--- config.mk ---
export PLATFORM = sky130hd
export DESIGN_NAME = vector_sequencer
export DESIGN_NICKNAME = d
export VERILOG_FILES = /design/src/rtl/vp_pkg.sv /design/src/rtl/instr_fifo.sv /design/src/rtl/vector_sequencer.sv
export SDC_FILE = /design/constraint.sdc
export NUM_CORES = 1
export LEC_CHECK = 0
export ABC_CLOCK_PERIOD_IN_PS = 2720
export CELL_PAD_IN_SITES_DETAIL_PLACEMENT = 0
export CELL_PAD_IN_SITES_GLOBAL_PLACEMENT = 1
export CORE_UTILIZATION = 46
export DETAILED_ROUTE_END_ITERATION = 8
export PLACE_DENSITY_LB_ADDON = 0.1
export REMOVE_ABC_BUFFERS = 1
export SETUP_SLACK_MARGIN = 0.05
export SLEW_MARGIN = 20
export SYNTH_ARGS = -nofsm -noshare
export SYNTH_HDL_FRONTEND = slang
export SYNTH_SLANG_ARGS = --single-unit
--- constraint.sdc ---
create_clock -name clk -period 2.72 [get_ports clk]
set_input_delay 0.544 -clock clk [delete_from_list [all_inputs] [get_ports clk]]
set_output_delay 0.544 -clock clk [all_outputs]
set_load 0.05 [all_outputs]
--- src/rtl/vp_pkg.sv ---
// vp_pkg: shared instruction, opcode and FSM types for the vector sequencer.
package vp_pkg;

    localparam logic [1:0] OP_SUM   = 2'd0;
    localparam logic [1:0] OP_MUL   = 2'd1;
    localparam logic [1:0] OP_LOAD  = 2'd2;
    localparam logic [1:0] OP_STORE = 2'd3;

    typedef struct packed {
        logic [1:0] opcode;
        logic [1:0] rg;
        logic [4:0] maddr;
    } instr_t;

    typedef enum logic {IDLE, ISSUE} state_t;

    // An instruction is legal only if every register it reads has been written.
    function automatic logic is_legal(instr_t i, logic [1:0] ld, logic res);
        return (i.opcode == OP_LOAD)  ? 1'b1 :
               (i.opcode == OP_STORE) ? (i.rg[1] ? res : ld[i.rg[0]]) :
               (ld == 2'b11);
    endfunction

endpackage

--- src/rtl/instr_fifo.sv ---
// instr_fifo: synchronous FIFO with full/empty flags and a synchronous flush.
module instr_fifo #(
    parameter int DEPTH = 4,
    parameter int W     = 9
) (
    input  logic         clk,
    input  logic         rst,
    input  logic         flush,
    input  logic         push,
    input  logic         pop,
    input  logic [W-1:0] din,
    output logic [W-1:0] dout,
    output logic         full,
    output logic         empty
);
    localparam int AW = $clog2(DEPTH);

    logic [W-1:0] mem_q [DEPTH];
    logic [W-1:0] mem_d [DEPTH];
    logic [AW-1:0] wr_q, wr_d, rd_q, rd_d;
    logic [AW:0] cnt_q, cnt_d;
    logic do_push, do_pop;

    assign full    = cnt_q == (AW+1)'(DEPTH);
    assign empty   = cnt_q == '0;
    assign dout    = mem_q[rd_q];
    assign do_push = push && !full && !flush;
    assign do_pop  = pop && !empty && !flush;

    always_comb begin
        mem_d = mem_q;
        if (do_push) mem_d[wr_q] = din;
        wr_d  = flush ? '0 : wr_q + AW'(do_push);
        rd_d  = flush ? '0 : rd_q + AW'(do_pop);
        cnt_d = flush ? '0 : cnt_q + (AW+1)'(do_push) - (AW+1)'(do_pop);
    end

    always_ff @(posedge clk or posedge rst) begin
        if (rst) begin
            wr_q  <= '0;
            rd_q  <= '0;
            cnt_q <= '0;
            for (int i = 0; i < DEPTH; i++) mem_q[i] <= '0;
        end else begin
            wr_q  <= wr_d;
            rd_q  <= rd_d;
            cnt_q <= cnt_d;
            mem_q <= mem_d;
        end
    end

endmodule

--- src/rtl/vector_sequencer.sv ---
// vector_sequencer: buffers vector instructions, rejects reads of unwritten
// registers and presents each legal instruction to the processor for HOLD_CYCLES.
module vector_sequencer
    import vp_pkg::*;
#(
    parameter int DEPTH       = 4,
    parameter int HOLD_CYCLES = 10
) (
    input  logic       clk,
    input  logic       rst,
    input  logic       instr_valid,
    output logic       instr_ready,
    input  logic [1:0] instr_opcode,
    input  logic [1:0] instr_reg,
    input  logic [4:0] instr_maddr,
    input  logic       flush,
    output logic       vp_valid,
    output logic [1:0] vp_opcode,
    output logic [1:0] vp_reg,
    output logic [4:0] vp_maddr,
    output logic       busy,
    output logic       err,
    output logic [7:0] retired
);
    localparam int HW = HOLD_CYCLES > 1 ? $clog2(HOLD_CYCLES) : 1;

    state_t state_q, state_d;
    logic [HW-1:0] hold_q, hold_d;
    instr_t iss_q, iss_d, head;
    logic [1:0] ld_q, ld_d;
    logic res_q, res_d, err_q, err_d;
    logic [7:0] retired_q, retired_d;
    logic full, empty, pop;

    instr_fifo #(.DEPTH(DEPTH), .W($bits(instr_t))) u_fifo (
        .clk   (clk),
        .rst   (rst),
        .flush (flush),
        .push  (instr_valid),
        .pop   (pop),
        .din   ({instr_opcode, instr_reg, instr_maddr}),
        .dout  (head),
        .full  (full),
        .empty (empty)
    );

    assign instr_ready = !full;
    assign vp_valid    = state_q == ISSUE;
    assign vp_opcode   = iss_q.opcode;
    assign vp_reg      = iss_q.rg;
    assign vp_maddr    = iss_q.maddr;
    assign busy        = !empty || state_q != IDLE;
    assign err         = err_q;
    assign retired     = retired_q;

    always_comb begin
        state_d   = state_q;
        hold_d    = hold_q;
        iss_d     = iss_q;
        ld_d      = ld_q;
        res_d     = res_q;
        err_d     = err_q;
        retired_d = retired_q;
        pop       = 1'b0;
        if (flush) begin
            state_d = IDLE;
            ld_d    = 2'b00;
            res_d   = 1'b0;
            err_d   = 1'b0;
        end else if (state_q == IDLE) begin
            if (!empty) begin
                pop = 1'b1;
                if (is_legal(head, ld_q, res_q)) begin
                    state_d = ISSUE;
                    iss_d   = head;
                    hold_d  = HW'(HOLD_CYCLES - 1);
                end else begin
                    err_d = 1'b1;
                end
            end
        end else if (hold_q != '0) begin
            hold_d = hold_q - HW'(1);
        end else begin
            state_d   = IDLE;
            retired_d = retired_q + 8'd1;
            // SUM/MUL write reg 2/3; a LOAD into reg 2 or 3 clobbers that result.
            res_d = (iss_q.opcode == OP_SUM || iss_q.opcode == OP_MUL) ? 1'b1 :
                    (iss_q.opcode == OP_LOAD && iss_q.rg[1]) ? 1'b0 : res_q;
            ld_d  = ld_q | ((iss_q.opcode == OP_LOAD && !iss_q.rg[1]) ?
                            (2'b01 << iss_q.rg[0]) : 2'b00);
        end
    end

    always_ff @(posedge clk or posedge rst) begin
        if (rst) begin
            state_q   <= IDLE;
            hold_q    <= '0;
            iss_q     <= '0;
            ld_q      <= 2'b00;
            res_q     <= 1'b0;
            err_q     <= 1'b0;
            retired_q <= 8'd0;
        end else begin
            state_q   <= state_d;
            hold_q    <= hold_d;
            iss_q     <= iss_d;
            ld_q      <= ld_d;
            res_q     <= res_d;
            err_q     <= err_d;
            retired_q <= retired_d;
        end
    end

endmodule

==> results of run 1 <==
==> cell families (layout without fill, tap and decap cells) <==
logic type / count (synthesis) / in the layout / share of synthesized area (%)
DFF: 69 / 69 / 54.6
and+or+nand+nor: 50 / 50 / 8.87
xor gates and xnor gates: 14 / 14 / 3.88
buffers and inverters: 16 / 75 / 2.41
muxes: 56 / 56 / 24.8
adders and majority gates: 8 / 8 / 3.40
AOI/OAI and AO/OA: 10 / 10 / 2.02
==> final cells by class <==
| type | instances | area, sq um |
|---|---|---|
| flip-flops and latches | 69 | 1730 |
| inverters | 10 | 37.5 |
| clock inverters | 6 | 62.6 |
| fillers | 522 | 2610 |
| well taps | 77 | 96.3 |
| clock buffers | 10 | 138 |
| multi-input cells | 138 | 1360 |
| repair buffers | 49 | 463 |
==> power by group <==
group | switching [mW] | internal, mW | total, mW | leakage, nW
sequential | 0.236 | 1.35 | 1.59 | 0.891
combinational | 0.832 | 0.820 | 1.65 | 0.769
clock | 0.383 | 0.444 | 0.827 | 0.0943
==> per-layer routing <==
layer / global-route usage [%] / vias to the layer above / wire (um)
li1: - / 898 / -
met1: 23.8 / 959 / 2760
met2: 27.2 / 25 / 2650
met3: 6.13 / 6 / 187
met4: 4.62 / 0 / 49
met5: 0 / - / 0
==> Yosys cell counts (all sizes together) <==
master and n:
a211oi 1, o2111a 1, nand2b 3, o41ai 1, or2 2, nand4bb 1, a21oi 5, mux2i 1
o21ai 2, fa 1, nand3 3, nand4 2, clkbuf 3, xnor2 8, xor2 6, nor2b 3
mux4 9, dfrtp 69, inv 10, nand2 9, nor3 7, nand3b 1, buf 3, nor4b 2
mux2 46, nor2 14, nor3b 3, ha 7
==> worst max path at each step <==
stage                                         start                   endpoint  slack, ps  cells past startpoint
after floorplan            u_fifo.rd_q[0]$_DFF_PP0_    vp_maddr[2]$_DFFE_PP0P_        160                      5
after global routing      u_fifo.cnt_q[1]$_DFF_PP0_                       busy        120                      3
after CTS                 u_fifo.cnt_q[1]$_DFF_PP0_                       busy        230                      3
after global placement                        flush  u_fifo.cnt_q[2]$_DFF_PP0_        270                      9
after detailed placement                      flush  u_fifo.cnt_q[2]$_DFF_PP0_        240                      9
final                     u_fifo.cnt_q[1]$_DFF_PP0_                       busy        260                      3
==> per-stage QoR <==
| stage | hold slack (ps) | cells | cell area [sq um] | setup WS (ps) |
|---|---|---|---|---|
| after global placement | 457 | 343 | 3680 | 267 |
| after CTS | 480 | 359 | 3880 | 231 |
| after global routing | 513 | 359 | 3880 | 124 |
| after detailed placement | 466 | 343 | 3680 | 235 |
| after floorplan | 471 | 217 | 3120 | 158 |
| final | 470 | 359 | 3880 | 262 |
==> results.txt, run 1 <==
----------------------------------------------------
[Place]
  Weighted congestion at the end of routability-driven global placement ... 0.747
  Post-DP HPWL ... 3930 um
  Count of input and output buffers ... 33

[Critical path]
  Slowest stage cell, crit path ... clkdlybuf4s50_1
  Kind of start point of the critical path ... register
  Endpoint of the most critical register-to-register path ... vp_maddr[3]$_DFFE_PP0P_
  Count of cells along the worst register-to-register path ... 6
  Beginning of the worst register-to-register path ... u_fifo.rd_q[0]$_DFF_PP0_
  Top fanout value on the critical path ... 4
  Setup CP Type ... register to output port
  Worst setup slack for register-to-register paths ... 300 ps
  Critical path endpoint category ... output port
  Buffer and inverter count on the worst path ... 1
  Required time at the worst-slack endpoint ... 2180 ps
  Endpoint arrival time on the critical path ... 1910 ps
  Crit path cell chain ... nor3_1 > nand2b_1 > clkdlybuf4s50_1
  Maximum cell stage delay along the critical path ... 710 ps
  Top cell family by delay on the critical path ... buffers and inverters

[Clocking]
  Root cell of the clock tree ... clkbuf_8
  Post-CTS Hold Buffers ... 0
  Number of gates resized after CTS ... 0
  Number of buffers on the longest clock path ... 2
  Count of H-tree levels built during CTS ... 3
  TritonCTS Buffers ... 9
  Count of buffers added by post-CTS timing repair for setup ... 0
  Clock tree from TritonCTS ... yes
  Clk sinks ... 69
  Clock network latency to the later pin of the worst-skew pair ... 340 ps
  Clock slew at reported path FFs ... 70 ps

[STA]
  RSZ-0062 raised after global routing ... no
  Count of final max-slew check failures ... 0
  Actual transition at the worst max-transition pin ... 500 ps
  Final Cycle Share ... 90.4%
  Final count of hold timing violations ... 0
  Headroom to the max-slew limit ... 66.6%
  Peak clock frequency supported by timing ... 407 MHz
  Final setup violation count ... 0
  Summed negative setup slack over all endpoints ... 0 ps
  Worst clock skew ... 9.35 ps
  Final period demand of the worst path ... 2460 ps

[Final layout]
  Antenna diodes ... 0
  Core utilization of the finished layout ... 59.8%
  Max FFs per register ... 36
  Most frequent cells in the layout ... dfrtp_1, mux2_2, clkdlybuf4s50_1
  Final nets ... 298
  Register bank with the most flops ... u_fifo.mem_q
  Share of final-layout standard cells stronger than drive strength 1 ... 30.9%
  Most common cell after layout, fill and taps aside ... dfrtp_1
  Area Growth Syn to Fin ... 22.8%

[Die]
  Die boundary width ... 84.9 um
  Number of rows created at floorplan ... 29
  Core outline area ... 6490 sq um
  Chip Height ... 84.9 um
  Area of the die ... 7210 sq um
  Initial Utilization ... 48.7%
  Top Ports ... 34

[Synth]
  Register area share after synthesis ... 54.6%
  Register bit count reported by yosys ... 69
  Top-area cell type share of the netlist area ... 54.6%
  Cell count after synthesis ... 223
  Total of warnings raised by yosys ... 0
  Cell taking the most area after synthesis ... dfrtp_1
  Mean area per synthesized cell ... 14.2 sq um
  Cells taking the most area after synthesis ... dfrtp_1, mux2_2, mux4_1
  Number of distinct library cells after synthesis ... 34
  Netlist Area Pre-Place ... 3160 sq um

[Hold path]
  Type of the tightest min-delay check ... register to register
  End point of the worst hold path ... retired[7]$_DFFE_PP0P_
  Startpoint of the most critical hold path ... retired[7]$_DFFE_PP0P_
  Number of stages on the worst hold path ... 1

[Routing]
  Routed wire length ... 5650 um
  Per-cell routed wire length ... 15.7 um
  Via density per instance ... 5.26
  DRC Markers ... 2
  Via Count ... 1888
  Count of nets left with antenna violations after detail routing ... 0
  Drt pass-1 iters ... 6
  Violation count after the first detailed-route iteration ... 101

[GRT]
  First-pass GRT wire length ... 9580 um
  Antenna violations before repair ... 0
  Global router's overall resource usage ... 17.5%
  Vias in the first global route ... 1915
  Maximum number of pins on one net before global-route repair ... 70
  Overflow after GRT ... 0

[Flow run]
  Max-cap violation count ... 0

[Pwr]
  Leak pwr ... 1.75 nW
  Overall power ... 4.07 mW
  Max IR drop VDD ... 0.000523 V
  PwrDens ... 1050 nW/um^2

[Outcome]
  Failing checks ... design-rule violations
  Result of the run ... complete, but fails checks

----------------------------------------------------
(Power assumes the default switching activity.)
==> run 2, diff against run 1 <==
CAP_MARGIN = 0   (was not set)
CORE_UTILIZATION = 40   (was 46)
==> run 2 against run 1 <==
Against the previous run:
- die area rose by 15%
- sequential power barely moved
- clock power rose by 13%
- clock-buffer cell count rose by 1
- power rose by 2.6%
- the flow now finishes without violations
- largest power group unchanged
- first-iteration DRC count fell by 39%
- clock skew fell by 1.3 ps
- non-clock buffer count fell by 4
- via count rose by 1.4%
- utilization fell by 8.8 points
- sequential cell count did not move
==> results.txt, run 2 (synthesis gave the netlist of run 1 again) <==
----------------------------------------------------
[GRT]
  Antenna violations before repair ... 0 (unchanged)
  Maximum number of pins on one net before global-route repair ... 70 (unchanged)
  Met1 Resource Use GR ... 22.0% (was 23.8%)
  First-pass GRT wire length ... 10100 um (was 9580 um)
  Met3 layer usage reported by global route ... 5.81% (was 6.13%)
  Grt met2 use ... 24.5% (was 27.2%)
  Vias in the first global route ... 1969 (was 1915)
  Global router's overall resource usage ... 16.3% (was 17.5%)
  Global route hottest layer ... met2 (unchanged)
  Overflow after GRT ... 0 (unchanged)

[Place]
  Cell count after placement ... 364 (was 343)
  Count of input and output buffers ... 33 (unchanged)
  Weighted congestion at the end of routability-driven global placement ... 0.722 (was 0.747)
  Post-placement setup slack ... 167 ps (was 235 ps)
  Post-DP HPWL ... 3970 um (was 3930 um)

[Hold path]
  Startpoint of the most critical hold path ... retired[7]$_DFFE_PP0P_ (unchanged)
  Type of the tightest min-delay check ... register to register (unchanged)
  End point of the worst hold path ... retired[7]$_DFFE_PP0P_ (unchanged)
  Number of stages on the worst hold path ... 1 (unchanged)

[Clocking]
  Clock slew at reported path FFs ... 70 ps (about the same)
  Root cell of the clock tree ... clkbuf_8 (unchanged)
  Post-CTS Hold Buffers ... 0 (unchanged)
  Clock tree from TritonCTS ... yes (unchanged)
  Clock network latency to the later pin of the worst-skew pair ... 340 ps (about the same)
  Clk sinks ... 69 (unchanged)
  Count of buffers added by post-CTS timing repair for setup ... 0 (unchanged)
  Number of buffers on the longest clock path ... 2 (unchanged)
  TritonCTS Buffers ... 9 (unchanged)
  Count of H-tree levels built during CTS ... 3 (unchanged)
  Number of gates resized after CTS ... 0 (unchanged)

[Critical path]
  Endpoint of the most critical register-to-register path ... vp_maddr[2]$_DFFE_PP0P_ (was vp_maddr[3]$_DFFE_PP0P_)
  Critical path endpoint category ... output port (unchanged)
  Endpoint arrival time on the critical path ... 1910 ps (about the same)
  Beginning of the worst register-to-register path ... u_fifo.rd_q[0]$_DFF_PP0_ (unchanged)
  Setup CP Type ... register to output port (unchanged)
  Required time at the worst-slack endpoint ... 2180 ps (about the same)
  Kind of start point of the critical path ... register (unchanged)
  Count of cells along the worst register-to-register path ... 6 (unchanged)
  Worst setup slack for register-to-register paths ... 320 ps (was 300 ps)
  Top fanout value on the critical path ... 4 (unchanged)

[Pwr]
  Leak pwr ... 1.75 nW (about the same)
  PwrDens ... 1060 nW/um^2 (was 1050 nW/um^2)
  Max IR drop VDD ... 0.000499 V (was 0.000523 V)

[STA]
  Final setup violation count ... 0 (unchanged)
  Worst hold margin ... 468 ps (was 470 ps)
  RSZ-0062 raised after global routing ... no (unchanged)
  Headroom to the max-slew limit ... 66.9% (was 66.6%)
  Final period demand of the worst path ... 2450 ps (was 2460 ps)
  Final Cycle Share ... 90.1% (was 90.4%)
  Count of final max-slew check failures ... 0 (unchanged)
  Post-route worst setup slack ... 268 ps (was 262 ps)
  Actual transition at the worst max-transition pin ... 495 ps (was 500 ps)
  Summed negative setup slack over all endpoints ... 0 ps (unchanged)
  Final count of hold timing violations ... 0 (unchanged)
  Worst clock skew ... 8.07 ps (was 9.35 ps)
  Peak clock frequency supported by timing ... 408 MHz (was 407 MHz)

[Die]
  Number of rows created at floorplan ... 32 (was 29)
  Top Ports ... 34 (unchanged)
  Die boundary width ... 90.9 um (was 84.9 um)
  Chip Height ... 90.9 um (was 84.9 um)
  Initial Utilization ... 41.1% (was 48.7%)
  Area of the die ... 8260 sq um (was 7210 sq um)
  Core outline area ... 7690 sq um (was 6490 sq um)

[Routing]
  Drt pass-1 iters ... 4 (was 6)
  Routed wire length ... 5900 um (was 5650 um)
  Via density per instance ... 5.04 (was 5.26)
  Count of nets left with antenna violations after detail routing ... 0 (unchanged)
  DRC Markers ... 0 (was 2)
  Per-cell routed wire length ... 15.5 um (was 15.7 um)
  Violation count after the first detailed-route iteration ... 62 (was 101)
  Via Count ... 1914 (was 1888)

[Final layout]
  Share of final-layout standard cells stronger than drive strength 1 ... 29.5% (was 30.9%)
  Area Growth Syn to Fin ... 24.0% (was 22.8%)
  Most frequent cells in the layout ... dfrtp_1, mux2_2, clkdlybuf4s50_1 (unchanged)
  Final nets ... 294 (was 298)
  Max FFs per register ... 36 (unchanged)
  Most common cell after layout, fill and taps aside ... dfrtp_1 (unchanged)
  Antenna diodes ... 0 (unchanged)
  Register bank with the most flops ... u_fifo.mem_q (unchanged)
  Non-filler instance count after layout ... 380 (was 359)

[Outcome]
  Result of the run ... finished clean (was complete, but fails checks)

[Flow run]
  Max-cap violation count ... 0 (unchanged)

----------------------------------------------------
==> run 2: cell types whose count changed in the layout (fill, tap and decap cells not counted) <==
cell        change
buf_12          +1
buf_4           -5
bufinv_16       +1
clkbuf_1        +1
clkinv_2        -2
clkinv_4        +1
clkinvlp_4      -1
==> run 2: how the worst max path moves through the flow <==
stage	start	end	slack, ps	depth (start not counted)
2_1_floorplan	u_fifo.rd_q[0]$_DFF_PP0_	vp_maddr[2]$_DFFE_PP0P_	160	5
3_3_place_gp	flush	u_fifo.cnt_q[2]$_DFF_PP0_	240	9
3_5_place_dp	flush	u_fifo.cnt_q[2]$_DFF_PP0_	170	9
4_1_cts	u_fifo.cnt_q[1]$_DFF_PP0_	busy	220	3
5_1_grt	u_fifo.cnt_q[1]$_DFF_PP0_	busy	130	3
6_report	u_fifo.cnt_q[1]$_DFF_PP0_	busy	270	3
==> run 2: final cells by class <==
cell class	instances	area, sq um
clock buffers	11	141
well taps	102	128
repair buffers	45	445
inverters	10	37.5
multi-input cells	138	1360
flip-flops and latches	69	1730
fillers	703	3770
clock inverters	5	83.8
==> run 2: power breakdown <==
group          internal [mW]  total (mW)  switching [mW]
registers               1.35        1.58           0.228
clock network          0.543       0.932           0.389
logic                  0.817        1.66           0.844
==> run 2: critical path, stage by stage (launching register included) <==
cell and delay [ps]:
dfrtp_1 440, nor3_1 330, nand2b_1 90, clkdlybuf4s50_1 700
==> run 2: stage by stage <==
stage	area, sq um	util (%)	power [mW]
3_3_place_gp	3690	48.1	3.26
2_1_floorplan	3120	-	2.75
4_1_cts	3920	51.0	4.24
3_5_place_dp	3690	48.1	3.28
5_1_grt	3920	51.0	4.43
6_report	3920	51.0	4.17
==> run 2: per-layer routing <==
layer | vias up | share of wire (%) | wire, um
li1 | 893 | - | -
met1 | 982 | 49 | 2890
met2 | 35 | 46 | 2730
met3 | 4 | 3.9 | 232
met4 | 0 | 0.78 | 46
met5 | - | 0 | 0
==> run 3, diff against run 2 <==
TNS_END_PERCENT = 20   (was not set)
==> results of run 3 <==
No change in the layout: final DEF, timing and power equal those of run 2.
